## src/rtl/mux_demux_pkg.sv

```systemverilog
// Shared definitions for the N-channel time-shared mux/demux lane.
package mux_demux_pkg;

  localparam int unsigned MAX_CHANNELS = 64;

  // Channel tag width, never narrower than one bit.
  function automatic int unsigned tag_w(input int unsigned n);
    return (n <= 2) ? 1 : $clog2(n);
  endfunction

endpackage

```

## src/rtl/rr_arbiter_n.sv

```systemverilog
// Round-robin arbiter: picks the first requester at or above the rotating pointer,
// with wrap. The pointer moves past the winner only when a grant is issued.
module rr_arbiter_n
  import mux_demux_pkg::*;
#(
  parameter int unsigned CHANNELS = 4,
  localparam int unsigned TAG_W = tag_w(CHANNELS)
) (
  input  logic                clock,
  input  logic                reset,
  input  logic                en,
  input  logic [CHANNELS-1:0] req,
  output logic [CHANNELS-1:0] grant,
  output logic [TAG_W-1:0]    idx
);

  localparam logic [TAG_W-1:0] LastCh = TAG_W'(CHANNELS - 1);

  logic [TAG_W-1:0] ptr_q, ptr_d;
  logic             found;

  always_comb begin
    int unsigned c;
    c     = 0;
    found = 1'b0;
    idx   = '0;
    for (int unsigned k = 0; k < CHANNELS; k++) begin
      c = 32'(ptr_q) + k;
      if (c >= CHANNELS) c = c - CHANNELS;
      if (!found && req[c[TAG_W-1:0]]) begin
        found = 1'b1;
        idx   = c[TAG_W-1:0];
      end
    end
  end

  always_comb begin
    grant = '0;
    ptr_d = ptr_q;
    if (en && found) begin
      grant[idx] = 1'b1;
      // Explicit wrap keeps non-power-of-two channel counts in range.
      ptr_d      = (idx == LastCh) ? '0 : idx + TAG_W'(1);
    end
  end

  always_ff @(posedge clock) begin
    if (reset) ptr_q <= '0;
    else       ptr_q <= ptr_d;
  end

endmodule

```

## src/rtl/mux_to_demux_n.sv

```systemverilog
// CHANNELS producers share one pipelined WIDTH-bit lane; each word carries its channel
// tag through STAGES registers and is delivered on the output port with the same index.
module mux_to_demux_n
  import mux_demux_pkg::*;
#(
  parameter int          ID       = 1,
  parameter int unsigned WIDTH    = 16,
  parameter int unsigned CHANNELS = 4,
  parameter int unsigned STAGES   = 2
) (
  input  logic                               clock,
  input  logic                               reset,
  input  logic [CHANNELS-1:0][WIDTH-1:0]     in_data,
  input  logic [CHANNELS-1:0]                in_valid,
  output logic [CHANNELS-1:0]                in_ready,
  output logic [CHANNELS-1:0][WIDTH-1:0]     out_data,
  output logic [CHANNELS-1:0]                out_valid,
  input  logic [CHANNELS-1:0]                out_ready,
  output logic                               busy
);

  localparam int unsigned TAG_W = tag_w(CHANNELS);

  typedef struct packed {
    logic             v;
    logic [TAG_W-1:0] tag;
    logic [WIDTH-1:0] data;
  } lane_stage_t;

  if (CHANNELS < 2 || CHANNELS > MAX_CHANNELS || STAGES < 1 || ID < 0) begin : g_bad_param
    $error("mux_to_demux_n: illegal parameterisation");
  end

  (* keep = "true" *) lane_stage_t [STAGES-1:0] lane_q;
  lane_stage_t [STAGES-1:0] lane_in;
  lane_stage_t              head;
  lane_stage_t              stage0_d;
  logic [STAGES-1:0]        stage_v;
  logic [TAG_W-1:0]         win_idx;
  logic                     advance;
  logic                     transfer;

  assign head    = lane_q[STAGES-1];
  // Global stall: the whole lane holds while the head waits for its consumer.
  assign advance = !head.v || out_ready[head.tag];

  (* keep = "true" *) rr_arbiter_n #(
    .CHANNELS (CHANNELS)
  ) u_arb (
    .clock (clock),
    .reset (reset),
    .en    (advance && !reset),
    .req   (in_valid),
    .grant (in_ready),
    .idx   (win_idx)
  );

  assign transfer = |in_ready;

  // Bubbles are zeroed so an idle head never leaks stale data onto out_data.
  always_comb begin
    stage0_d = '0;
    if (transfer) begin
      stage0_d.v    = 1'b1;
      stage0_d.tag  = win_idx;
      stage0_d.data = in_data[win_idx];
    end
  end

  for (genvar k = 0; k < STAGES; k++) begin : g_lane
    if (k == 0) begin : g_first
      assign lane_in[k] = stage0_d;
    end else begin : g_shift
      assign lane_in[k] = lane_q[k-1];
    end
    assign stage_v[k] = lane_q[k].v;
  end

  always_ff @(posedge clock) begin
    if (reset)        lane_q <= '0;
    else if (advance) lane_q <= lane_in;
  end

  assign busy = |stage_v;

  for (genvar c = 0; c < CHANNELS; c++) begin : g_out
    assign out_valid[c] = head.v && (head.tag == TAG_W'(c));
    assign out_data[c]  = (head.tag == TAG_W'(c)) ? head.data : '0;
  end

endmodule

```

## config.mk

```make
export PLATFORM = sky130hd
export DESIGN_NAME = mux_to_demux_n
export DESIGN_NICKNAME = d
export VERILOG_FILES = /design/src/rtl/mux_demux_pkg.sv /design/src/rtl/rr_arbiter_n.sv /design/src/rtl/mux_to_demux_n.sv
export SDC_FILE = /design/constraint.sdc
export NUM_CORES = 1
export LEC_CHECK = 0
export ABC_AREA = 1
export ABC_CLOCK_PERIOD_IN_PS = 2300
export BUFFER_PORTS_ARGS = -buffer_cell sky130_fd_sc_hd__buf_2
export CAP_MARGIN = 20
export CORE_ASPECT_RATIO = 1.1
export CORE_MARGIN = 5
export CORE_UTILIZATION = 30
export CTS_CLUSTER_DIAMETER = 150
export DETAILED_ROUTE_END_ITERATION = 10
export GPL_TIMING_DRIVEN = 0
export PLACE_DENSITY = 0.67
export SETUP_SLACK_MARGIN = 0.5
export SKIP_CTS_REPAIR_TIMING = 1
export SLEW_MARGIN = 20
export SYNTH_ARGS = -nofsm -noshare
export SYNTH_HDL_FRONTEND = slang
export SYNTH_HIERARCHICAL = 1
export SYNTH_SLANG_ARGS = --single-unit
```

## constraint.sdc

```tcl
create_clock -name clock -period 2.3 [get_ports clock]
set_input_delay 0.115 -clock clock [delete_from_list [all_inputs] [get_ports clock]]
set_output_delay 0.115 -clock clock [all_outputs]
set_load 0.02 [all_outputs]
```

==> results.txt, run 1 <==
The detail route stage leaves a number of antenna-violating nets equal to 0. The share of flip-flops with an asynchronous set or reset after synthesis is 0, and the final weighted congestion of routability-driven global placement is 0.839. Internal power comes to 3.41 mW.

Max-cap violations in this run came to 0. For the number of pins with negative max-slew slack in the final report, the log shows 0. The multiplexer share of the synthesized area came out at 0. Switching share of power: 0.494. In this run the deepest clock path goes through 2 buffers.

The number of hold violations in the final report came out at 0. For the combinational share of power, the log shows 0.745. TritonCTS built the clock tree. In this run the power density over the cells is 1420 mW/mm2. The headroom to the max-slew limit came out at 0.692. The run gives 0.242 as the sequential cell area fraction in the yosys report. After synthesis, the largest family of logic cells by area is simple AND/OR/NAND/NOR gates. After synthesis the cells add up to 0.00331 mm2. Net count reported at finish: 860. The die area was 0.0133 mm2. The number of I/O pins is 147, and the share of the synthesized netlist area taken by xor and xnor gates is 0.

Walking the worst path, the cells encountered are buf_6, inv_8, nand2_2, nand2_4, nand2_1, o21ai_4, nand3b_1, nand3_1, nand2_2, inv_2, buf_6, clkinvlp_4, buf_8, buf_6, nand3_1, nand2_1, nand2_1, nand2_1, nand2_1, nor2_1. The number of antenna diodes in the final layout is 0. The number of buffers created by CTS is 5, and the initial core utilization is 0.305. The first global-routing pass estimated 15.7 mm of wire. The most numerous cell type found on the critical path is sky130_fd_sc_hd__nand2_1. The worst-case vdd ir drop was 0.893 mV. The average footprint of a synthesized cell came out at 5.36 um2. The transition time at the pin with the least slew margin is 0.462 ns, and the final critical path time including I/O delays and setup is 2.29 ns. The violation count after the first detailed-route iteration was 241.

The dominant register cell in the synthesized netlist was sky130_fd_sc_hd__dfxtp_1. The total of buffers placed on input and output ports was 146. The share of synthesized cell area in full adder, half adder and majority cells was 0.0151; the number of non-filler instances in the completed layout was 930. The root buffer cell was sky130_fd_sc_hd__clkbuf_16. The run gives 3478 as the number of global-route vias before repair. STA classifies the critical path endpoint as a flop. The worst setup path is of the reg -> reg kind. The floorplan die height is 120 um. The slowest stage of the critical path belongs to the cell sky130_fd_sc_hd__dfxtp_2. Counting every sink on the clock net gives 40. The tools report the part of the power in registers as 0.142.

Category of the worst setup path launch point: a flop. The region available for standard cell placement spans 0.0109 mm2. Post-synthesis compound-gate area fraction: 0.00982. The detail-routed net length per standard cell works out to 10.5 um. Fraction of post-synthesis cell area in the top cell type by area: 0.242.

Derived from the worst setup path, the maximum achievable clock frequency is 437 MHz. First-pass detailed-route iteration total: 4. The total routing usage reported by global routing is 0.140, and the remaining global-route overflow is 0. Using the TritonRoute via totals, the vias-per-cell ratio works out to 4.12.

Yosys attributes the largest share of cell area to sky130_fd_sc_hd__dfxtp_1, sky130_fd_sc_hd__nand2_1, sky130_fd_sc_hd__nor2_1. The number of H-tree branching levels was 2. The flow ran to the end, and the final reports show no timing, DRC or antenna violations.

Clock-pin slew was measured on the worst setup and hold paths at 0.06 ns. The register bit total from synthesis is 40. For the row count, the log shows 40. The count of buffer and inverter cells on the critical path was 7. The initial antenna violation count came out at 0. The final route contains 3830 vias. For the worst endpoint required time, the log shows 2.47 ns.

Placed wire-length estimate after detailed placement: 7.72 mm. Clock latency of the later-clocked register in the worst-skew pair: 0.27 ns. The dominant delay contributor by cell family on the critical path is simple AND/OR/NAND/NOR gates. The part of the total power dissipated in the clock network came out at 0.113. In the synthesized netlist, the number of instances is 618. For this design the static power due to leakage is 2.85 nW. In the routed design, unresolved DRC markers number 0. The number of nets handed over by synthesis was 696. The number of enable-type register cells in the synthesized netlist is 0.

The logs give 6.73 mW for the sum of internal, switching and leakage power and 2.46 ns for the worst endpoint data arrival time. The biggest cell delay along the critical path works out to 0.34 ns. The area added between synthesis and finish works out to 42.8%. Fraction of final layout cells sized beyond drive strength 1: 0.326. The die width works out to 110 um.

During synthesis, Yosys emitted a total of 6 warnings. The analysis attributes to net switching a power of 3.32 mW. The path class of the tightest hold or removal check is in -> reg. The clock skew was 0.00325 ns; the total length of routed wires was 9.77 mm. The synthesized design spends more area on one cell type than any other, namely sky130_fd_sc_hd__dfxtp_1. Setup repair after global routing could not meet its margin everywhere. The simple-gate area share of the yosys netlist was 0.550.

The number of library cell types mapped by synthesis is 25, and the largest net degree at the start of global routing is 13. Setup violations remaining at the end of the flow were counted as 0. The final clock period utilization by the worst path is 0.995. Including well taps, the total number of placed cells is 911. Of all nets on the critical path, the largest fanout is 10.
==> cell usage after synthesis (2+ instances only) <==
| master | instances |
|---|---|
| sky130_fd_sc_hd__nand2_1 | 192 |
| sky130_fd_sc_hd__nor2_1 | 148 |
| sky130_fd_sc_hd__inv_1 | 101 |
| sky130_fd_sc_hd__nand3_1 | 61 |
| sky130_fd_sc_hd__dfxtp_1 | 40 |
| sky130_fd_sc_hd__clkbuf_1 | 11 |
| sky130_fd_sc_hd__nand2_2 | 11 |
| sky130_fd_sc_hd__buf_2 | 8 |
| sky130_fd_sc_hd__buf_6 | 7 |
| sky130_fd_sc_hd__inv_2 | 6 |
| sky130_fd_sc_hd__ha_1 | 4 |
| sky130_fd_sc_hd__nand2_4 | 4 |
| sky130_fd_sc_hd__nand3b_1 | 4 |
| sky130_fd_sc_hd__nor2_2 | 4 |
| sky130_fd_sc_hd__a21oi_1 | 3 |
| sky130_fd_sc_hd__buf_4 | 3 |
| sky130_fd_sc_hd__nand3_4 | 2 |
| sky130_fd_sc_hd__o21ai_2 | 2 |
==> registers in the layout (all words and copies together), names as in the netlist <==
register	cells
lane_q	38
u_arb/ptr_q	2
==> cell type report <==
class                      count  area [um2]
clock buffer                   6         129
timing repair buffer         157         850
sequential                    40         806
clock inverter                 2        35.0
buffer                        30         246
inverter                     110         429
tap                          147         184
multi-input combinational    438        2050
fill                        1229        6130
==> worst reg2reg max path, stage by stage, from the launching register on <==
cell	delay [ns]
sky130_fd_sc_hd__dfxtp_2	0.34
sky130_fd_sc_hd__buf_6	0.13
sky130_fd_sc_hd__inv_8	0.05
sky130_fd_sc_hd__nand2_2	0.07
sky130_fd_sc_hd__nand2_4	0.08
sky130_fd_sc_hd__nand2_1	0.11
sky130_fd_sc_hd__o21ai_4	0.08
sky130_fd_sc_hd__nand3b_1	0.16
sky130_fd_sc_hd__nand3_1	0.10
sky130_fd_sc_hd__nand2_2	0.08
sky130_fd_sc_hd__inv_2	0.08
sky130_fd_sc_hd__buf_6	0.13
sky130_fd_sc_hd__clkinvlp_4	0.15
sky130_fd_sc_hd__buf_8	0.17
sky130_fd_sc_hd__buf_6	0.12
sky130_fd_sc_hd__nand3_1	0.08
sky130_fd_sc_hd__nand2_1	0.05
sky130_fd_sc_hd__nand2_1	0.05
sky130_fd_sc_hd__nand2_1	0.06
sky130_fd_sc_hd__nand2_1	0.06
sky130_fd_sc_hd__nor2_1	0.04
==> cells in the final DEF (no fill, tap or decap), types with 2 or more instances in the layout <==
master	netlist	routed
sky130_fd_sc_hd__a21oi_1	3	3
sky130_fd_sc_hd__buf_2	8	147
sky130_fd_sc_hd__buf_4	3	12
sky130_fd_sc_hd__buf_6	7	14
sky130_fd_sc_hd__buf_8	0	2
sky130_fd_sc_hd__clkbuf_1	11	4
sky130_fd_sc_hd__clkbuf_16	0	6
sky130_fd_sc_hd__clkbuf_2	0	4
sky130_fd_sc_hd__clkbuf_4	0	3
sky130_fd_sc_hd__dfxtp_1	40	38
sky130_fd_sc_hd__ha_1	4	2
sky130_fd_sc_hd__ha_2	0	2
sky130_fd_sc_hd__inv_1	101	92
sky130_fd_sc_hd__inv_2	6	14
sky130_fd_sc_hd__inv_4	1	2
sky130_fd_sc_hd__nand2_1	192	186
sky130_fd_sc_hd__nand2_2	11	12
sky130_fd_sc_hd__nand2_4	4	9
sky130_fd_sc_hd__nand3_1	61	57
sky130_fd_sc_hd__nand3_2	1	3
sky130_fd_sc_hd__nand3_4	2	4
sky130_fd_sc_hd__nand3b_1	4	4
sky130_fd_sc_hd__nor2_1	148	140
sky130_fd_sc_hd__nor2_2	4	5
sky130_fd_sc_hd__nor2_4	0	7
sky130_fd_sc_hd__o21ai_4	0	2
==> logic make-up after synthesis <==
group | after synthesis
adders and majority gates | 4
DFF | 40
buffers and inverters | 140
AOI/OAI and AO/OA | 5
and+or+nand+nor | 429
==> worst paths after layout <==
| kind | startpoint | end | slack (ns) | cells after the start |
|---|---|---|---|---|
| max reg2reg | u_arb/ptr_q[0]$_SDFFE_PP0P_ | lane_q[13]$_SDFFE_PP0P_ | 0.01 | 20 |
| min | reset | lane_q[37]$_SDFFE_PP0P_ | 0.11 | 2 |
| min reg2reg | lane_q[16]$_SDFFE_PP0P_ | lane_q[35]$_SDFFE_PP0P_ | 0.46 | 2 |
| max | u_arb/ptr_q[0]$_SDFFE_PP0P_ | lane_q[13]$_SDFFE_PP0P_ | 0.01 | 20 |
==> per-layer routing <==
metal	track usage	share of wire	vias up	routed length [um]
met5	0	0	-	0
met4	0.0269	0.0070	0	68
met3	0.0182	0.069	4	670
met2	0.237	0.46	108	4470
met1	0.191	0.47	1589	4570
li1	-	-	2129	-
==> metrics by stage <==
| stage | hold slack [ns] | setup slack [ns] | utilization | area (um2) | TNS (ns) |
|---|---|---|---|---|---|
| floorplan | 0.184 | 0.202 | - | 3400 | 0 |
| global placement | 0.362 | -0.129 | 0.397 | 4310 | -1.05 |
| detailed placement | 0.366 | -0.118 | 0.397 | 4310 | -0.971 |
| CTS | 0.0782 | -0.149 | 0.412 | 4480 | -1.29 |
| global route | 0.120 | -0.210 | 0.436 | 4730 | -2.56 |
| finish | 0.105 | 0.0111 | 0.436 | 4730 | 0 |
==> power groups by stage <==
| stage | Combinational [mW] | Clock, mW | Sequential (mW) |
|---|---|---|---|
| after global placement | 4.24 | 0 | 0.951 |
| after CTS | 4.27 | 0.778 | 0.942 |
| after detailed placement | 4.25 | 0 | 0.956 |
| final | 5.02 | 0.760 | 0.954 |
| after global routing | 5.69 | 0.802 | 0.975 |
| after floorplan | 3.33 | 0 | 0.939 |
Power figures use the tool's default switching activity.
==> run 2, diff against run 1 <==
--- a/config.mk
+++ b/config.mk
@@ -15,7 +15,7 @@
 export CTS_CLUSTER_DIAMETER = 150
 export DETAILED_ROUTE_END_ITERATION = 10
 export GPL_TIMING_DRIVEN = 0
-export PLACE_DENSITY = 0.67
+export PLACE_DENSITY = 0.58
 export SETUP_SLACK_MARGIN = 0.5
 export SKIP_CTS_REPAIR_TIMING = 1
 export SLEW_MARGIN = 20
==> results.txt, run 2 (same netlist as run 1, synthesis figures left out) <==
Category of the worst setup path launch point: a flop. The final clock period utilization by the worst path came out at 1.01 (+0.0106). The run gives -0.0134 ns (-0.0245 ns) as the worst-case setup margin in the final layout. The worst-case vdd ir drop was 0.725 mV (-19%); the initial core utilization was 0.305 (unchanged). The die width came out at 110 um (unchanged).

The tools report the worst hold endpoint as lane_q[37]$_SDFFE_PP0P_. The number of hold violations in the final report is 0 (unchanged), and the part of the total power dissipated in the clock network is 0.118 (+0.005). The maximum clock path buffer count is 2 (unchanged), and the largest net degree at the start of global routing is 14 (+1). For the maximum clock frequency, the log shows 432 MHz (-1.1%).

TritonCTS built the clock tree. The number of H-tree branching levels is 2 (unchanged), and the floorplan die height is 120 um (unchanged). The worst reg-to-reg path cell count came out at 20 (unchanged). The run gives 0 (unchanged) as the diode insertion count for antenna repair. The total length of routed wires is 9.56 mm (-2.2%), and the number of I/O pins is 147 (unchanged). The final weighted congestion of routability-driven global placement was 0.867 (+3.4%); the number of global-route vias before repair was 3630 (+4.4%). The row count was 40 (unchanged). Leaving out fill and tap cells, the most frequent cell in the layout is sky130_fd_sc_hd__nand2_1. Setup violation total in the final timing report: 2 (+2). The fraction of final layout cells sized beyond drive strength 1 is 0.320 (-0.00562). The number of pins with negative max-slew slack in the final report is 0 (unchanged), and the worst hold-check slack is 0.0978 ns (-0.00747 ns). The total of buffers placed on input and output ports is 146 (unchanged), and the transition time at the pin with the least slew margin is 0.421 ns (-0.0414 ns).

The maximum fanout along the worst path came out at 10 (unchanged). The detail-routed net length per standard cell was 10.3 um (-1.7%); the combinational share of power was 0.736 (-0.009). The initial antenna violation count is 0 (unchanged).

By startpoint and endpoint, the worst setup path is classified as reg -> reg. The logs give -0.01 ns (-0.02 ns) for the flop-to-flop setup slack and 3786 (-1.1%) for the via total after detailed routing. In this run the clock root is driven by a sky130_fd_sc_hd__clkbuf_16. The run gives 4 (unchanged) as the first-pass detailed-route iteration total. The startpoint identified for the worst hold timing path is reset. The worst register-to-register path begins at u_arb/ptr_q[0]$_SDFFE_PP0P_. The register with the most flip-flops in the final layout is lane_q.

Headroom to the max-slew limit: 0.719 (+0.0276). The capture point of the worst reg-to-reg path was lane_q[13]$_SDFFE_PP0P_. The number of flip-flops in the largest register was 38 (unchanged); the clock latency of the later-clocked register in the worst-skew pair was 0.27 ns (about the same).

The remaining design rule violation count was 0 (unchanged); the leakage component of the power was 2.82 nW (-1.1%). The tools report the total internal power as 3.26 mW (-4.5%). In the final layout, the registers with the most flip-flops are lane_q x38, u_arb/ptr_q x2.

Setup repair after global routing could not meet its margin everywhere. For the switching power total, the log shows 3.25 mW (-2.2%). The min-delay analysis places its worst path in the category in -> reg. Leaving out fill and tap cells, the most frequent cells in the layout are sky130_fd_sc_hd__nand2_1, sky130_fd_sc_hd__buf_2, sky130_fd_sc_hd__nor2_1, sky130_fd_sc_hd__inv_1, sky130_fd_sc_hd__nand3_1. For the final antenna-violating net count, the log shows 0 (unchanged). The violation count after the first detailed-route iteration was 211 (-12%); the wire length of the first global-routing pass was 15.6 mm (-0.79%). The die area is 0.0133 mm2 (unchanged). The area added between synthesis and finish was 41.5%. The worst hold path stage count came out at 2 (unchanged). Number of non-filler instances in the completed layout: 925 (-0.54%). The placed wire-length estimate after detailed placement was 7.86 mm (+1.9%). The run finished, with violations left.

The total clock sinks was 40 (unchanged). The max-cap violation count was 0 (unchanged); the register clock-pin slew on the reported worst setup and hold paths was 0.06 ns (about the same). The clock skew is 0.00295 ns (-0.000299 ns). STA classifies the critical path endpoint as a flop.

The tools report the net count reported at finish as 855 (-0.58%). Total routing usage reported by global routing: 0.138 (-0.00272). The part of the power in registers came out at 0.147 (+0.005).

Number of cells after detailed placement: 911 (unchanged). The placeable core area was 0.0109 mm2 (unchanged). Total power density per cell area: 1390 mW/mm2 (-2.4%).

The remaining global-route overflow came out at 0 (unchanged). Final critical path time including I/O delays and setup: 2.31 ns (+0.0245 ns). The run gives 2.47 ns (about the same) as the worst endpoint required time. The final reports fail on setup timing. The post-detailed-route via-to-cell ratio was 4.09 (-0.61%). The number of buffers created by CTS is 5 (unchanged), and the switching share of power is 0.500 (+0.00600). The worst endpoint data arrival time was 2.49 ns (+0.03 ns).
## run 2: routing by layer
| metal | global-route usage | up-vias | wire length [um] |
|---|---|---|---|
| met5 | 0 | - | 0 |
| met4 | 0.0331 | 0 | 98 |
| met3 | 0.0139 | 10 | 707 |
| met2 | 0.231 | 139 | 4110 |
| met1 | 0.188 | 1520 | 4650 |
| li1 | - | 2117 | - |
## run 2: final cells by class
class | instances | area [um2]
buffer | 30 | 231
clock buffer | 5 | 125
clock inverter | 3 | 42.5
fill | 1190 | 6170
inverter | 110 | 434
multi-input combinational | 438 | 2060
sequential | 40 | 806
tap | 147 | 184
timing repair buffer | 152 | 810
## run 2: power groups by stage
stage / registers, mW / clock network [mW] / logic, mW
2_1_floorplan: 0.939 / 0 / 3.33
3_3_place_gp: 0.952 / 0 / 4.17
3_5_place_dp: 0.959 / 0 / 4.24
4_1_cts: 0.944 / 0.775 / 4.26
5_1_grt: 0.975 / 0.807 / 5.42
6_report: 0.954 / 0.765 / 4.79
## run 2: critical path, cell delays in order (launching register included)
cell and delay, ns:
sky130_fd_sc_hd__dfxtp_2 0.33, sky130_fd_sc_hd__buf_6 0.13, sky130_fd_sc_hd__inv_8 0.09, sky130_fd_sc_hd__nand2_2 0.07, sky130_fd_sc_hd__nand2_4 0.11, sky130_fd_sc_hd__nand2_2 0.08
sky130_fd_sc_hd__o21ai_4 0.08, sky130_fd_sc_hd__nand3b_1 0.13, sky130_fd_sc_hd__nand3_1 0.09, sky130_fd_sc_hd__nand2_2 0.14, sky130_fd_sc_hd__inv_4 0.06, sky130_fd_sc_hd__ha_1 0.17
sky130_fd_sc_hd__inv_1 0.09, sky130_fd_sc_hd__nor2_4 0.04, sky130_fd_sc_hd__inv_2 0.06, sky130_fd_sc_hd__nand3_4 0.13, sky130_fd_sc_hd__buf_8 0.16, sky130_fd_sc_hd__nand2_1 0.06
sky130_fd_sc_hd__nand2_1 0.07, sky130_fd_sc_hd__nand2_1 0.06, sky130_fd_sc_hd__nor2_1 0.04
## run 2: how the worst max path moves through the flow
| stage | startpoint | endpoint | slack [ns] |
|---|---|---|---|
| 2_1_floorplan | u_arb/ptr_q[0]$_SDFFE_PP0P_ | lane_q[10]$_SDFFE_PP0P_ | 0.20 |
| 3_3_place_gp | u_arb/ptr_q[1]$_SDFFE_PP0P_ | lane_q[13]$_SDFFE_PP0P_ | -0.08 |
| 3_5_place_dp | u_arb/ptr_q[1]$_SDFFE_PP0P_ | lane_q[13]$_SDFFE_PP0P_ | -0.13 |
| 4_1_cts | u_arb/ptr_q[1]$_SDFFE_PP0P_ | lane_q[13]$_SDFFE_PP0P_ | -0.14 |
| 5_1_grt | u_arb/ptr_q[0]$_SDFFE_PP0P_ | lane_q[9]$_SDFFE_PP0P_ | -0.18 |
| 6_report | u_arb/ptr_q[0]$_SDFFE_PP0P_ | lane_q[13]$_SDFFE_PP0P_ | -0.01 |
## run 2: through the flow
stage	setup WS [ns]	instance area, um2	TNS (ns)	total power, mW	util
floorplan	0.202	3400	0	4.27	-
global placement	-0.0782	4310	-0.606	5.13	0.397
detailed placement	-0.129	4310	-0.997	5.20	0.397
CTS	-0.136	4480	-1.09	5.98	0.413
global route	-0.178	4690	-2.53	7.20	0.432
finish	-0.0134	4690	-0.0158	6.51	0.432
==> run 3, diff against run 2 <==
--- a/config.mk
+++ b/config.mk
@@ -16,6 +16,7 @@
 export DETAILED_ROUTE_END_ITERATION = 10
 export GPL_TIMING_DRIVEN = 0
 export PLACE_DENSITY = 0.58
+export RECOVER_POWER = 25
 export SETUP_SLACK_MARGIN = 0.5
 export SKIP_CTS_REPAIR_TIMING = 1
 export SLEW_MARGIN = 20
==> results.txt, run 3 (same netlist as run 1, synthesis figures left out) <==
The final reports fail on setup timing. The run finished, with violations left. The run gives -0.0132 ns (+0.000229 ns) as the worst-case setup margin in the final layout.

The utilization of the core after routing is 0.428 (-0.00346), and the headroom to the max-slew limit is 0.720 (about the same). The leakage component of the power was 2.74 nW (-2.6%); the clock latency of the later-clocked register in the worst-skew pair was 0.27 ns (about the same). In the layout the commonest cells are sky130_fd_sc_hd__nand2_1, sky130_fd_sc_hd__nor2_1, sky130_fd_sc_hd__buf_2, sky130_fd_sc_hd__inv_1, sky130_fd_sc_hd__nand3_1. The dominant delay contributor by cell family on the critical path was simple AND/OR/NAND/NOR gates. The clock skew is 0.00295 ns (-0.0000000200 ns). The setup violation total in the final timing report is 2 (unchanged). The number of pins with negative max-slew slack in the final report is 0 (unchanged), and the violation count after the first detailed-route iteration is 216 (+2.4%). The worst endpoint data arrival time is 2.49 ns (about the same).

The critical register-to-register path startpoint is u_arb/ptr_q[0]$_SDFFE_PP0P_. The number of buffers created by CTS is 5 (unchanged), and the final antenna-violating net count is 0 (unchanged). The via total after detailed routing is 3793 (+0.18%).

The critical path goes through buf_6, inv_8, nand2_2, nand2_4, nand2_2, o21ai_4, nand3b_1, nand3_1, nand2_2, inv_4, ha_1, inv_1, nor2_4, inv_2, nand3_4, buf_8, nand2_1, nand2_1, nand2_1, nor2_1. Setup repair after global routing could not meet its margin everywhere. Counting flops per register, the top entry is lane_q.

The run gives 855 (unchanged) as the net count reported at finish. The final critical path time including I/O delays and setup is 2.31 ns (-0.000229 ns). The slowest stage of the critical path belongs to the cell sky130_fd_sc_hd__dfxtp_2.

For the total length of routed wires, the log shows 9.58 mm (+0.24%). The count of buffer and inverter cells on the critical path is 6 (unchanged), and the total power density per cell area is 1390 mW/mm2 (+0.34%). For the worst endpoint required time, the log shows 2.47 ns (about the same).

Fraction of final layout cells sized beyond drive strength 1: 0.294 (-0.0257). The largest registers in the layout are lane_q x38, u_arb/ptr_q x2. The floorplan die height is 120 um (unchanged), and the wire length on met1 is 4.67 mm (+0.43%). The transition time at the pin with the least slew margin was 0.421 ns (-0.000224 ns); the total routing usage reported by global routing was 0.138 (unchanged). The remaining global-route overflow was 0 (unchanged). The number of I/O pins is 147 (unchanged), and the initial antenna violation count is 0 (unchanged).

The startpoint of the most critical hold path is reset. The critical path launch point was u_arb/ptr_q[0]$_SDFFE_PP0P_. The die width was 110 um (unchanged). The first-pass detailed-route iteration total is 4 (unchanged).

The tools report the category of the worst setup path launch point as a flop. The placeable core area was 0.0109 mm2 (unchanged); the number of global-route vias before repair was 3630 (unchanged). The remaining design rule violation count is 0 (unchanged).

TritonCTS built the clock tree. The area added between synthesis and finish was 40.4%; the register clock-pin slew on the reported worst setup and hold paths was 0.06 ns (about the same). The final weighted congestion of routability-driven global placement came out at 0.867 (unchanged).

Wire length of the first global-routing pass: 15.6 mm (unchanged). For the row count, the log shows 40 (unchanged). The largest net degree at the start of global routing came out at 14 (unchanged).

The detail-routed net length per standard cell is 10.4 um (+0.24%). The run gives 0 (unchanged) as the max-cap violation count. The run gives 40 (unchanged) as the total clock sinks.

The logs give 2 (unchanged) for the number of H-tree branching levels and 4.11 mm (unchanged) for the detailed-routed wire length on met2. The final clock period utilization by the worst path is 1.01 (about the same). For the final total negative setup slack, the log shows -0.0156 ns (+0.000229 ns).

The post-detailed-route via-to-cell ratio came out at 4.10 (+0.18%). The worst hold path belongs to the class in -> reg. The leading cell type in the layout, fill and taps excluded is sky130_fd_sc_hd__nand2_1. The biggest cell delay along the critical path is 0.33 ns (about the same), and the worst-case vdd ir drop is 0.725 mV (about the same). The wire length on met3 was 710 um (+0.42%).

The critical path start-end classification was reg -> reg. The run gives 0.0133 mm2 (unchanged) as the die area. The diode insertion count for antenna repair is 0 (unchanged).

The tools report the type of element capturing the critical path as a flop. The logs give 2 (unchanged) for the maximum clock path buffer count and 7.86 mm (unchanged) for the placed wire-length estimate after detailed placement. The number of hold violations in the final report was 0 (unchanged); the maximum fanout along the worst path was 10 (unchanged).

The detailed router used layers up to and including met4. The maximum clock frequency was 432 MHz (about the same). The tools report the initial core utilization as 0.305 (unchanged).

The tools report the root buffer cell as sky130_fd_sc_hd__clkbuf_16. The total of buffers placed on input and output ports was 146 (unchanged); the number of flip-flops in the largest register was 38 (unchanged).
-- run 3: final timing paths --
kind	end	slack, ns	cells after the start
setup / recovery	lane_q[13]$_SDFFE_PP0P_	-0.01	20
hold / removal	lane_q[37]$_SDFFE_PP0P_	0.1	2
setup reg to reg	lane_q[13]$_SDFFE_PP0P_	-0.01	20
hold reg to reg	lane_q[36]$_SDFFE_PP0P_	0.47	2
-- run 3: layout make-up --
class,count,area (um2)
inverters,110,434
multi-input cells,438,2050
clock buffers,5,125
plain buffers,30,224
clock inverters,3,42.5
well taps,147,184
flip-flops and latches,40,806
repair buffers,152,790
fillers,1202,6210
-- run 3: power by group --
part	leakage (nW)	total, mW	internal, mW	switching [mW]
clock network	0.0798	0.765	0.509	0.256
registers	0.328	0.954	0.877	0.0777
logic	2.34	4.76	1.85	2.91
-- run 3: per-layer routing --
metal	track usage	up-vias
li1	-	2116
met1	0.188	1531
met2	0.231	136
met3	0.0139	10
met4	0.0331	0
met5	0	-
-- run 3: worst reg2reg max path, cell delays in order, from the launching register on --
cell and delay, ns:
sky130_fd_sc_hd__dfxtp_2 0.33, sky130_fd_sc_hd__buf_6 0.13, sky130_fd_sc_hd__inv_8 0.09, sky130_fd_sc_hd__nand2_2 0.07, sky130_fd_sc_hd__nand2_4 0.11, sky130_fd_sc_hd__nand2_2 0.08, sky130_fd_sc_hd__o21ai_4 0.08, sky130_fd_sc_hd__nand3b_1 0.13
sky130_fd_sc_hd__nand3_1 0.09, sky130_fd_sc_hd__nand2_2 0.14, sky130_fd_sc_hd__inv_4 0.06, sky130_fd_sc_hd__ha_1 0.17, sky130_fd_sc_hd__inv_1 0.09, sky130_fd_sc_hd__nor2_4 0.04, sky130_fd_sc_hd__inv_2 0.06, sky130_fd_sc_hd__nand3_4 0.13
sky130_fd_sc_hd__buf_8 0.17, sky130_fd_sc_hd__nand2_1 0.06, sky130_fd_sc_hd__nand2_1 0.07, sky130_fd_sc_hd__nand2_1 0.06, sky130_fd_sc_hd__nor2_1 0.04
-- run 3: stage by stage --
stage | setup slack, ns | std cells | total power [mW] | instance area (um2) | hold WS [ns]
3_3_place_gp | -0.0782 | 911 | 5.13 | 4310 | 0.365
6_report | -0.0132 | 925 | 6.47 | 4650 | 0.0978
3_5_place_dp | -0.129 | 911 | 5.20 | 4310 | 0.363
4_1_cts | -0.136 | 919 | 5.98 | 4480 | 0.0768
2_1_floorplan | 0.202 | 618 | 4.27 | 3400 | 0.184
5_1_grt | -0.178 | 925 | 7.17 | 4650 | 0.105
